==> config.mk <==
export PLATFORM = sky130hd
export DESIGN_NAME = cycle_trace_unit
export DESIGN_NICKNAME = d
export VERILOG_FILES = /design/src/rtl/trace_pkg.sv /design/src/rtl/trace_fifo.sv /design/src/rtl/cycle_trace_unit.sv
export SDC_FILE = /design/constraint.sdc
export NUM_CORES = 2
export LEC_CHECK = 0
export CAP_MARGIN = 20
export CORE_ASPECT_RATIO = 1.1
export CORE_UTILIZATION = 60
export DETAILED_ROUTE_END_ITERATION = 16
export PLACE_DENSITY = 0.8
export SLEW_MARGIN = 20
export SYNTH_ARGS = -nofsm -noshare
export SYNTH_HDL_FRONTEND = slang
export SYNTH_HIERARCHICAL = 1
export SYNTH_SLANG_ARGS = --single-unit
==> constraint.sdc <==
create_clock -name CLK -period 7.9 [get_ports CLK]
set_clock_uncertainty 0.1 [all_clocks]
set_input_delay 1.185 -clock CLK [delete_from_list [all_inputs] [get_ports CLK]]
set_output_delay 1.185 -clock CLK [all_outputs]
set_load 0.05 [all_outputs]
==> src/rtl/trace_pkg.sv <==
// Shared types and width helpers for the cycle trace unit.
// Holds the run-state enum and the channel-index / entry width functions.
package trace_pkg;

  typedef enum logic [1:0] {
    IDLE = 2'd0,
    RUN  = 2'd1,
    DONE = 2'd2
  } state_t;

  // A single channel still needs a 1-bit index field.
  function automatic int ch_w(input int ch);
    return (ch > 1) ? $clog2(ch) : 1;
  endfunction

  function automatic int entry_w(
    input int cw,
    input int ch,
    input int dw
  );
    return cw + ch_w(ch) + dw;
  endfunction

endpackage

==> src/rtl/trace_fifo.sv <==
// Synchronous show-ahead FIFO for trace entries.
// Ports: CLK, RST_N, clr_i, push_i/din_i, pop_i, dout_o, empty_o, full_o.
module trace_fifo #(
  parameter int DEPTH = 16,
  parameter int WIDTH = 8
) (
  input  logic             CLK,
  input  logic             RST_N,
  input  logic             clr_i,
  input  logic             push_i,
  input  logic [WIDTH-1:0] din_i,
  input  logic             pop_i,
  output logic [WIDTH-1:0] dout_o,
  output logic             empty_o,
  output logic             full_o
);

  localparam int AW = $clog2(DEPTH);

  logic [AW:0]      wp_q, wp_d;
  logic [AW:0]      rp_q, rp_d;
  logic [WIDTH-1:0] mem_q [DEPTH];
  logic             do_push;
  logic             do_pop;

  assign empty_o = (wp_q == rp_q);
  assign full_o  = (wp_q[AW] != rp_q[AW]) &&
                   (wp_q[AW-1:0] == rp_q[AW-1:0]);

  // A full FIFO still accepts a push when the head leaves
  // in the same cycle; a pop on empty is ignored.
  assign do_pop  = pop_i && !empty_o;
  assign do_push = push_i && (!full_o || pop_i);

  always_comb begin
    wp_d = wp_q;
    rp_d = rp_q;
    if (clr_i) begin
      wp_d = '0;
      rp_d = '0;
    end else begin
      if (do_push) wp_d = wp_q + {{AW{1'b0}}, 1'b1};
      if (do_pop)  rp_d = rp_q + {{AW{1'b0}}, 1'b1};
    end
  end

  always_ff @(posedge CLK or negedge RST_N) begin
    if (!RST_N) begin
      wp_q <= '0;
      rp_q <= '0;
    end else begin
      wp_q <= wp_d;
      rp_q <= rp_d;
    end
  end

  always_ff @(posedge CLK) begin
    if (do_push && !clr_i) mem_q[wp_q[AW-1:0]] <= din_i;
  end

  // Storage is not reset, so mask the head while empty.
  assign dout_o = empty_o ? '0 : mem_q[rp_q[AW-1:0]];

endmodule

==> src/rtl/cycle_trace_unit.sv <==
// Run-cycle counter and change tracer for up to CH pipeline signals.
// In: CLK RST_N start clear cycle_limit ch_valid ch_data rd_en.
// Out: rd_cycle rd_ch rd_data empty full drop_cnt cycle_cnt running done.
module cycle_trace_unit
  import trace_pkg::*;
#(
  parameter int CH    = 4,
  parameter int DW    = 32,
  parameter int CW    = 32,
  parameter int DEPTH = 16
) (
  input  logic                  CLK,
  input  logic                  RST_N,
  input  logic                  start,
  input  logic                  clear,
  input  logic [CW-1:0]         cycle_limit,
  input  logic [CH-1:0]         ch_valid,
  input  logic [CH*DW-1:0]      ch_data,
  input  logic                  rd_en,
  output logic [CW-1:0]         rd_cycle,
  output logic [ch_w(CH)-1:0]   rd_ch,
  output logic [DW-1:0]         rd_data,
  output logic                  empty,
  output logic                  full,
  output logic [15:0]           drop_cnt,
  output logic [CW-1:0]         cycle_cnt,
  output logic                  running,
  output logic                  done
);

  localparam int CHW = ch_w(CH);
  localparam int EW  = entry_w(CW, CH, DW);

  state_t          st_q, st_d;
  logic [CW-1:0]   cyc_q, cyc_d;
  logic [CH*DW-1:0] hist_q;
  logic [CH-1:0]   hvld_q;
  logic [CHW-1:0]  rr_q, rr_d;
  logic [15:0]     drop_q, drop_d;

  logic            last;
  logic [CH-1:0]   cand;
  logic            gnt_vld;
  logic [CHW-1:0]  gnt_idx;
  logic [DW-1:0]   gnt_data;
  logic [EW-1:0]   wdata;
  logic [EW-1:0]   rdata;

  assign last = (st_q == RUN) &&
                (cycle_limit != '0) &&
                (cyc_q == cycle_limit - CW'(1));

  always_comb begin
    st_d = st_q;
    if (clear) begin
      st_d = IDLE;
    end else begin
      unique case (st_q)
        IDLE:    if (start) st_d = RUN;
        RUN:     if (last)  st_d = DONE;
        DONE:    st_d = DONE;
        default: st_d = IDLE;
      endcase
    end
  end

  // The final RUN cycle keeps its count so DONE shows limit-1.
  always_comb begin
    cyc_d = cyc_q;
    if (clear) begin
      cyc_d = '0;
    end else if (st_q == IDLE && start) begin
      cyc_d = '0;
    end else if (st_q == RUN && !last) begin
      cyc_d = cyc_q + CW'(1);
    end
  end

  always_comb begin
    cand = '0;
    for (int i = 0; i < CH; i++) begin
      cand[i] = (st_q == RUN) && !clear && ch_valid[i] &&
                (!hvld_q[i] ||
                 ch_data[i*DW +: DW] != hist_q[i*DW +: DW]);
    end
  end

  // Round-robin: first candidate at or after rr_q wins.
  always_comb begin
    gnt_vld  = 1'b0;
    gnt_idx  = '0;
    gnt_data = '0;
    for (int k = 0; k < CH; k++) begin
      if (!gnt_vld && cand[(int'(rr_q) + k) % CH]) begin
        gnt_vld  = 1'b1;
        gnt_idx  = CHW'((int'(rr_q) + k) % CH);
        gnt_data = ch_data[((int'(rr_q) + k) % CH)*DW +: DW];
      end
    end
  end

  always_comb begin
    rr_d = rr_q;
    if (clear) begin
      rr_d = '0;
    end else if (gnt_vld) begin
      rr_d = CHW'((int'(gnt_idx) + 1) % CH);
    end
  end

  // An entry is lost only when full and the head stays put.
  always_comb begin
    drop_d = drop_q;
    if (clear) begin
      drop_d = '0;
    end else if (gnt_vld && full && !rd_en &&
                 drop_q != 16'hFFFF) begin
      drop_d = drop_q + 16'd1;
    end
  end

  always_ff @(posedge CLK or negedge RST_N) begin
    if (!RST_N) begin
      st_q   <= IDLE;
      cyc_q  <= '0;
      rr_q   <= '0;
      drop_q <= '0;
    end else begin
      st_q   <= st_d;
      cyc_q  <= cyc_d;
      rr_q   <= rr_d;
      drop_q <= drop_d;
    end
  end

  // History tracks the granted channel even if its entry drops.
  always_ff @(posedge CLK or negedge RST_N) begin
    if (!RST_N) begin
      hist_q <= '0;
      hvld_q <= '0;
    end else if (clear) begin
      hist_q <= '0;
      hvld_q <= '0;
    end else begin
      for (int i = 0; i < CH; i++) begin
        if (gnt_vld && gnt_idx == CHW'(i)) begin
          hist_q[i*DW +: DW] <= gnt_data;
          hvld_q[i]          <= 1'b1;
        end
      end
    end
  end

  assign wdata = {cyc_q, gnt_idx, gnt_data};

  trace_fifo #(
    .DEPTH (DEPTH),
    .WIDTH (EW)
  ) u_fifo (
    .CLK     (CLK),
    .RST_N   (RST_N),
    .clr_i   (clear),
    .push_i  (gnt_vld),
    .din_i   (wdata),
    .pop_i   (rd_en),
    .dout_o  (rdata),
    .empty_o (empty),
    .full_o  (full)
  );

  assign rd_cycle  = rdata[EW-1 -: CW];
  assign rd_ch     = rdata[DW +: CHW];
  assign rd_data   = rdata[DW-1:0];
  assign drop_cnt  = drop_q;
  assign cycle_cnt = cyc_q;
  assign running   = (st_q == RUN);
  assign done      = (st_q == DONE);

endmodule

# Word level (Yosys, flattened, before mapping)
# Memory sizes are Yosys's and may differ from the RTL's.
# Cells that the tools add are included.
[word_totals]
register_bits = 194
latch_bits = 0
mem_bits_rw = 1056
rom_bits = 0
input_bits = 169
output_inout_bits = 118
elab_cells = 162
mem_count = 1
[op_classes]
addsub = 9
n_mul = 0
div = 0
n_lt_le_gt_ge = 4
eq_ne = 16
shift = 4
n_mux = 51
n_bitwise = 3
reduce_logical = 60
[memory_table]
columns = ["name", "words", "word_bits", "rd", "rd_ports_with_merged_regs", "wr", "line_no", "source"]
rows = [
  ["u_fifo.mem_q", 16, 66, 1, 0, 1, "trace_fifo.sv:22", "logic [WIDTH-1:0] mem_q [DEPTH];"],
]
[op_table]
columns = ["operator", "count"]
rows = [
  ["variable part select 128 x 8 -> 32 bit", 4],
  ["two-way mux 32 bit", 11],
  ["two-way mux 128 bit", 1],
  ["inequality test 32 bit", 4],
  ["two-way mux 66 bit", 1],
  ["adder 32 x 1 -> 32 bit (second input constant)", 1],
  ["equality test 32 bit", 1],
  ["two-way mux 16 bit", 2],
  ["nonzero test 32 bit", 1],
  ["subtractor 32 x 1 -> 32 bit (second input constant)", 1],
  ["logical AND 1 bit", 27],
  ["two-way mux 5 bit", 4],
  ["two-way mux 2 bit", 9],
  ["two-way mux 1 bit", 17],
  ["adder 16 x 1 -> 16 bit (second input constant)", 1],
  ["inequality test 16 bit (second input constant)", 1],
  ["nonzero test 2 bit", 8],
  ["zero test 1 bit", 12],
  ["less-than comparator 3 x 4 -> 1 bit (second input constant)", 3],
  ["adder 5 x 1 -> 5 bit (second input constant)", 2],
  ["binary-select mux 1 bit (select 2 bit)", 4],
  ["equality test 2 bit (second input constant)", 3],
  ["case mux 2 bit (3 select lines)", 1],
  ["OR reduction 2 bit", 3],
  ["15 further kinds", 25],
]

# Logic depth before layout (Yosys ltp)
[logic_depth]
ltp_word = 21
mapped_depth = 17
mapped_depth_nobuf = 14

# By module
# The synthesis kept the hierarchy.
[modules_own_cells]
columns = ["module", "instances", "cells_each", "area_per_inst_um2", "seq_area_each_um2"]
rows = [
  ["trace_fifo", 1, 1710, 40193.5, 31960.7],
  ["cycle_trace_unit", 1, 1839, 15788.9, 4604.4],
]

# Worst setup path after synthesis
# Ideal clock, no wire load.
[synth_timing]
path_type = "input port to flip-flop"
start = "input port ch_data[37]"
end = "memory u_fifo/mem_q[3][0] (netlist bit) (enable)"
setup_time_ns = 0.571
arrival_ns = 7.299
required_time_ns = 7.229
path_slack_ns = -0.070
stages = 10
n_path_buf = 2
cell_sequence = "xor2_1 nor4_1 nand4_1 o31ai_1 buf_2 a41oi_1 clkbuf_1 a21boi_2 nand3b_1 nor3_1"
[synth_between]
elab_chain_cells = 19
word_cells_on_any_way = 28
classes_between = "eq/ne (1); mux (17); reduce/logical (10)"
[synth_rtl]
columns = ["element", "line_no", "source"]
rows = [
  ["start, declared", "cycle_trace_unit.sv:18", "input logic [CH*DW-1:0] ch_data,"],
  ["inequality test 32 bit (*)", "cycle_trace_unit.sv:84", "ch_data[i*DW +: DW] != hist_q[i*DW +: DW]);"],
  ["logical OR 1 bit (*)", "cycle_trace_unit.sv:83", "(!hvld_q[i] ||"],
  ["logical AND 1 bit (*)", "cycle_trace_unit.sv:82", "cand[i] = (st_q == RUN) && !clear && ch_valid[i] &&"],
  ["binary-select mux 1 bit (select 2 bit)", "cycle_trace_unit.sv:94", "if (!gnt_vld && cand[(int'(rr_q) + k) % CH]) begin"],
  ["two-way mux 1 bit (implied by the code)", "cycle_trace_unit.sv:94", ""],
  ["two-way mux 1 bit", "cycle_trace_unit.sv:94", ""],
  ["zero test 1 bit", "cycle_trace_unit.sv:94", ""],
  ["logical AND 1 bit", "cycle_trace_unit.sv:94", ""],
  ["(+4 left out)", "--", ""],
  ["zero test 1 bit", "cycle_trace_unit.sv:94", ""],
  ["logical AND 1 bit", "cycle_trace_unit.sv:94", ""],
  ["two-way mux 1 bit (*)", "cycle_trace_unit.sv:94", ""],
  ["net gnt_vld", "cycle_trace_unit.sv:43", "logic gnt_vld;"],
  ["logical AND 1 bit (*)", "trace_fifo.sv:33", "assign do_push = push_i && (!full_o || pop_i);"],
  ["logical AND 1 bit (*)", "trace_fifo.sv:58", "if (do_push && !clr_i) mem_q[wp_q[AW-1:0]] <= din_i;"],
  ["two-way mux 1 bit (*)", "trace_fifo.sv:58", ""],
  ["two-way mux 1 bit (implied by the code) (*)", "trace_fifo.sv:58", ""],
  ["end, declared", "trace_fifo.sv:22", ""],
]
# The timed path passes the listed nets; every way through them passes the cells marked *. The select of a mux whose other input is x is not followed.

# Worst setup path after layout
[layout_timing]
start = "register u_fifo.rp_q[0]"
end = "output port rd_cycle[14]"
[layout_between]
elab_chain_cells = 2
word_cells_on_any_way = 3
classes_between = "eq/ne (1); mux (1); memory (1)"
[layout_rtl]
columns = ["element", "line_no", "source"]
rows = [
  ["start, declared", "trace_fifo.sv:21", "logic [AW:0] rp_q, rp_d;"],
  ["start signal, assigned", "trace_fifo.sv:53", "rp_q <= rp_d;"],
  ["memory read (16 x 66 bit) / equality test 5 bit (equally long branches)", "--", ""],
  ["two-way mux 66 bit (*)", "trace_fifo.sv:62", "assign dout_o = empty_o ? '0 : mem_q[rp_q[AW-1:0]];"],
  ["end, declared", "cycle_trace_unit.sv:20", "output logic [CW-1:0] rd_cycle,"],
]
# Every way passes the cells marked *; elsewhere a longest branch is shown, timed or not.

==> key figures <==
Run status
  – Status: completed

Power
  – Peak VDD IR: ~240 µV
  – Switching power total: 0.00487 W
  – P_leak: 21.5 nW
  – Seq pwr share: 0.445
  – Net Sw Frac: 0.290
  – Total power divided by cell area: 262 nW/µm²
  – Internal power: 0.0119 W
  – Clock power frac: 0.334
  – Comb pwr share: 0.220

Synth
  – EDFF count, synth: roughly 1100
  – Net Count, Synth: 3735
  – Post-synthesis adder-cell area fraction: 0.00380
  – Mean post-synth cell area: 15.8 µm²
  – Post-synthesis mux area share: 0.133
  – Synth Area in XOR/XNOR: 0.0316
  – Seq/Total Area, Yosys: 0.653
  – Synth Flop Type: edfxtp_1
  – Synth Area in Compound Gates: 0.0864
  – Synth Register Bits: 1250
  – Post-Syn Instances: 3549
  – Yosys synthesis warning count: 6
  – Area share of and/or/nand/nor cells after synthesis: 0.0689
  – Post-Syn Area: between 50000 and 60000 µm²
  – Main combinational cell family by area after synthesis: multiplexers
  – Yosys cell types: 77
  – Ys async rst share: 0.155

Floorplanning
  – DIE AREA: about 95000 µm²
  – I/O Pins: about 290
  – Core Rows: 117
  – Core Area: 92500 µm²
  – Die H: between 300 and 400 µm
  – Die span in x: ~290 µm
  – Initial core utilization: 0.605

Placement
  – Post-DP HPWL: ~90000 µm
  – Port bufs: 286
  – Placed Cells: 4916
  – Routability cong.: ~0.97
  – Post-Place Worst Slack: 1.09 ns

Final layout
  – Layout cell share with drive strength beyond 1: 0.190
  – Most frequent cells in the layout: edfxtp_1, clkdlybuf4s50_1, mux4_2
  – Synth-to-Final Area Change: 14.5%
  – Commonest non-fill, non-tap cell in the layout: edfxtp_1
  – Final std cells w/o fill: between 5000 and 6000
  – Fin nets: 3971
  – Fill cells: between 5000 and 6000

Clock network
  – CTS sink cnt: about 1300
  – Max H-tree Level: 3
  – CTS clock-pin slew for the worst setup and hold paths: 0.06 ns
  – # resized after CTS: 0
  – CTS tree: done
  – Hold buffers post-CTS: 0
  – Root Buffer: clkbuf_16
  – Clk Latency, worst-skew pair: 0.70 ns
  – Post-CTS setup buffers: 0
  – Maximum clock path buffer count: 3
  – Num CTS Buffers: 115

Routing
  – Routed len/inst: 31.8 µm
  – Drt drc: 0
  – Antenna Nets Post-Route: 0
  – Drt initial violations: 4620
  – Vias per Instance: 7.01
  – DRT Wirelength: 164000 µm
  – Via count: 36000
  – Drt first pass iters: 8

Worst setup path
  – R2R Path Start: hist_q[53]$_DFFE_PN0P_
  – Max incr delay on CP: about 1.1 ns
  – Critical-path cell list: xor2_1 -> nor4_4 -> and2_4 -> buf_4 -> a21oi_1 -> clkdlybuf4s50_1
  – Reg2reg end: hist_q[48]$_DFFE_PN0P_
  – Type of origin of the critical path: flip-flop
  – Crit path max fanout: 52
  – Start-to-end type of the worst setup path: flip-flop to primary output
  – Worst setup EP type: primary output
  – Worst path required time: between 6 and 7 ns
  – Cells on worst reg2reg path: 14
  – Crit-path leading delay family: simple AND/OR/NAND/NOR gates
  – Worst path bufs/invs: 2
  – Crit path max-delay cell type: dfrtp_4
  – WP data arrival: a little over 5 ns
  – Reg2Reg Setup Slack: around 2.3 ns

Timing
  – Max Clock Freq: around 160 MHz
  – Final Hold Viols: 0
  – Part of the cycle the worst path needs: 0.809
  – Slew Limit Fails: 0
  – Worst slew margin: 0.160
  – Setup TNS: 0 ns
  – Final hold slack: 0.352 ns
  – Fin crit period: between 6 and 7 ns
  – Worst-Margin Slew: 1.26 ns
  – RSZ-0062 raised after global routing: false
  – Final WS setup: 1.51 ns
  – Final Setup Violations: 0

GRT
  – Initial antenna violation count: 5
  – Vias in the first global route: 36000
  – Total track usage: 0.348
  – GRT busiest layer: met2
  – Met3 GRT Util: 0.0624
  – First-pass GRT wire length: 239000 µm
  – Met1 Resource Use GR: 0.459
  – Largest net degree at the start of global routing: approximately 120
  – Total gr overflow: 0
  – Grt met2 use: 0.564

Run
  – Max Cap Viol: 0

Worst hold path
  – Worst min path class: input port to async pin
==> registers in the layout, summed over array words and instances (netlist names) <==
signal        flops
u_fifo/mem_q   1056
cycle_cnt        32
hist_q          128
drop_cnt         16
hvld_q            4
u_fifo/rp_q       5
rr_q              2
st_q              2
u_fifo/wp_q       5
==> per-stage QoR <==
stage | area, µm² | utilization | power [W]
global placement | 60300 | 0.652 | 0.0112
CTS | 64100 | 0.692 | 0.0168
detailed placement | 60300 | 0.652 | 0.0112
global route | 64100 | 0.693 | 0.0172
floorplan | 56000 | - | 0.0101
finish | 64100 | 0.693 | 0.0168
==> worst register-to-register path, stage by stage, from the launching register on <==
cell and delay [ns]:
dfrtp_1 0.44, xor2_1 0.22, nor4_1 0.72, nand3_1 0.18
o31ai_2 0.65, mux2i_1 0.26, a21oi_4 0.44, nor2_1 0.10
o31ai_1 0.55, inv_1 0.47, ha_1 0.36, nand2_2 0.06
buf_4 0.58, nand3b_1 0.22, o21ai_0 0.14
==> synth_stat cells, drive strengths merged (7+ instances only) <==
| master | n | area [µm²] |
|---|---|---|
| inv | 56 | 210 |
| a22oi | 133 | 998 |
| mux2i | 41 | 410 |
| o21ai | 234 | 1170 |
| or4 | 17 | 128 |
| xnor2 | 46 | 403 |
| a211o | 8 | 70.1 |
| nor3 | 59 | 300 |
| nand3b | 133 | 998 |
| nand2b | 8 | 50.1 |
| a221o | 25 | 250 |
| clkbuf | 178 | 669 |
| and3 | 14 | 87.6 |
| ha | 17 | 213 |
| nand3 | 35 | 175 |
| mux4 | 264 | 5950 |
| o21a | 33 | 248 |
| nor2b | 8 | 50.1 |
| nor4 | 78 | 558 |
| dfrtp | 194 | 4850 |
| a31oi | 9 | 56.3 |
| nand4 | 28 | 175 |
| a21oi | 113 | 581 |
| or2 | 34 | 213 |
| a211oi | 40 | 300 |
| xor2 | 156 | 1370 |
| o41ai | 32 | 633 |
| buf | 71 | 412 |
| mux2 | 97 | 1090 |
| nor2 | 151 | 567 |
| nand2 | 91 | 342 |
| edfxtp | 1056 | 31700 |
| o31ai | 22 | 165 |
| or3 | 7 | 43.8 |
==> cells by family (layout without fill, tap and decap cells) <==
group | count (synthesis) | count (layout)
AOI/OAI and AO/OA | 689 | 689
adders and majority gates | 17 | 17
muxes | 402 | 402
and+or+nand+nor | 683 | 683
xor gates and xnor gates | 202 | 202
other | 0 | 4
buffers and inverters | 306 | 642
DFF | 1250 | 1250
==> how the worst max path moves through the flow <==
| stage | end | start | cells past startpoint | slack [ns] |
|---|---|---|---|---|
| after floorplan | u_fifo/mem_q[11][0]$_DFFE_PP_ | ch_data[37] | 10 | 1.71 |
| after global placement | u_fifo/mem_q[12][19]$_DFFE_PP_ | ch_data[32] | 11 | 1.17 |
| after detailed placement | hist_q[51]$_DFFE_PN0P_ | ch_data[32] | 15 | 1.09 |
| after CTS | rd_cycle[14] | u_fifo/rp_q[0]$_DFFE_PN0P_ | 6 | 1.51 |
| after global routing | rd_cycle[14] | u_fifo/rp_q[0]$_DFFE_PN0P_ | 6 | 1.37 |
| final | rd_cycle[14] | u_fifo/rp_q[0]$_DFFE_PN0P_ | 6 | 1.51 |
==> layout make-up <==
class	count	area, µm²	area share
timing repair buffer	368	3630	0.0566
tap	1249	1560	0.0244
inverter	57	214	0.00334
clock buffer	161	3160	0.0493
multi-input combinational	1993	18300	0.286
clock inverter	56	613	0.00956
sequential	1250	36600	0.571
antenna	4	10.0	0.000156
==> power by group through the flow <==
| stage | registers [W] | logic (W) | clock network [W] |
|---|---|---|---|
| CTS | 0.00747 | 0.00367 | 0.00563 |
| floorplan | 0.00753 | 0.00256 | 0 |
| detailed placement | 0.00761 | 0.00361 | 0 |
| global placement | 0.00760 | 0.00355 | 0 |
| finish | 0.00747 | 0.00369 | 0.00561 |
| global route | 0.00748 | 0.00386 | 0.00588 |
==> metal layers <==
layer / vias to the layer above / wire, µm / part of all wire
li1: 14600 / - / -
met1: 18100 / 57000 / 0.35
met2: 2803 / 79100 / 0.48
met3: 551 / 18600 / 0.11
met4: 4 / 8830 / 0.054
met5: - / 28 / 0.00017
(Power assumes the default switching activity.)
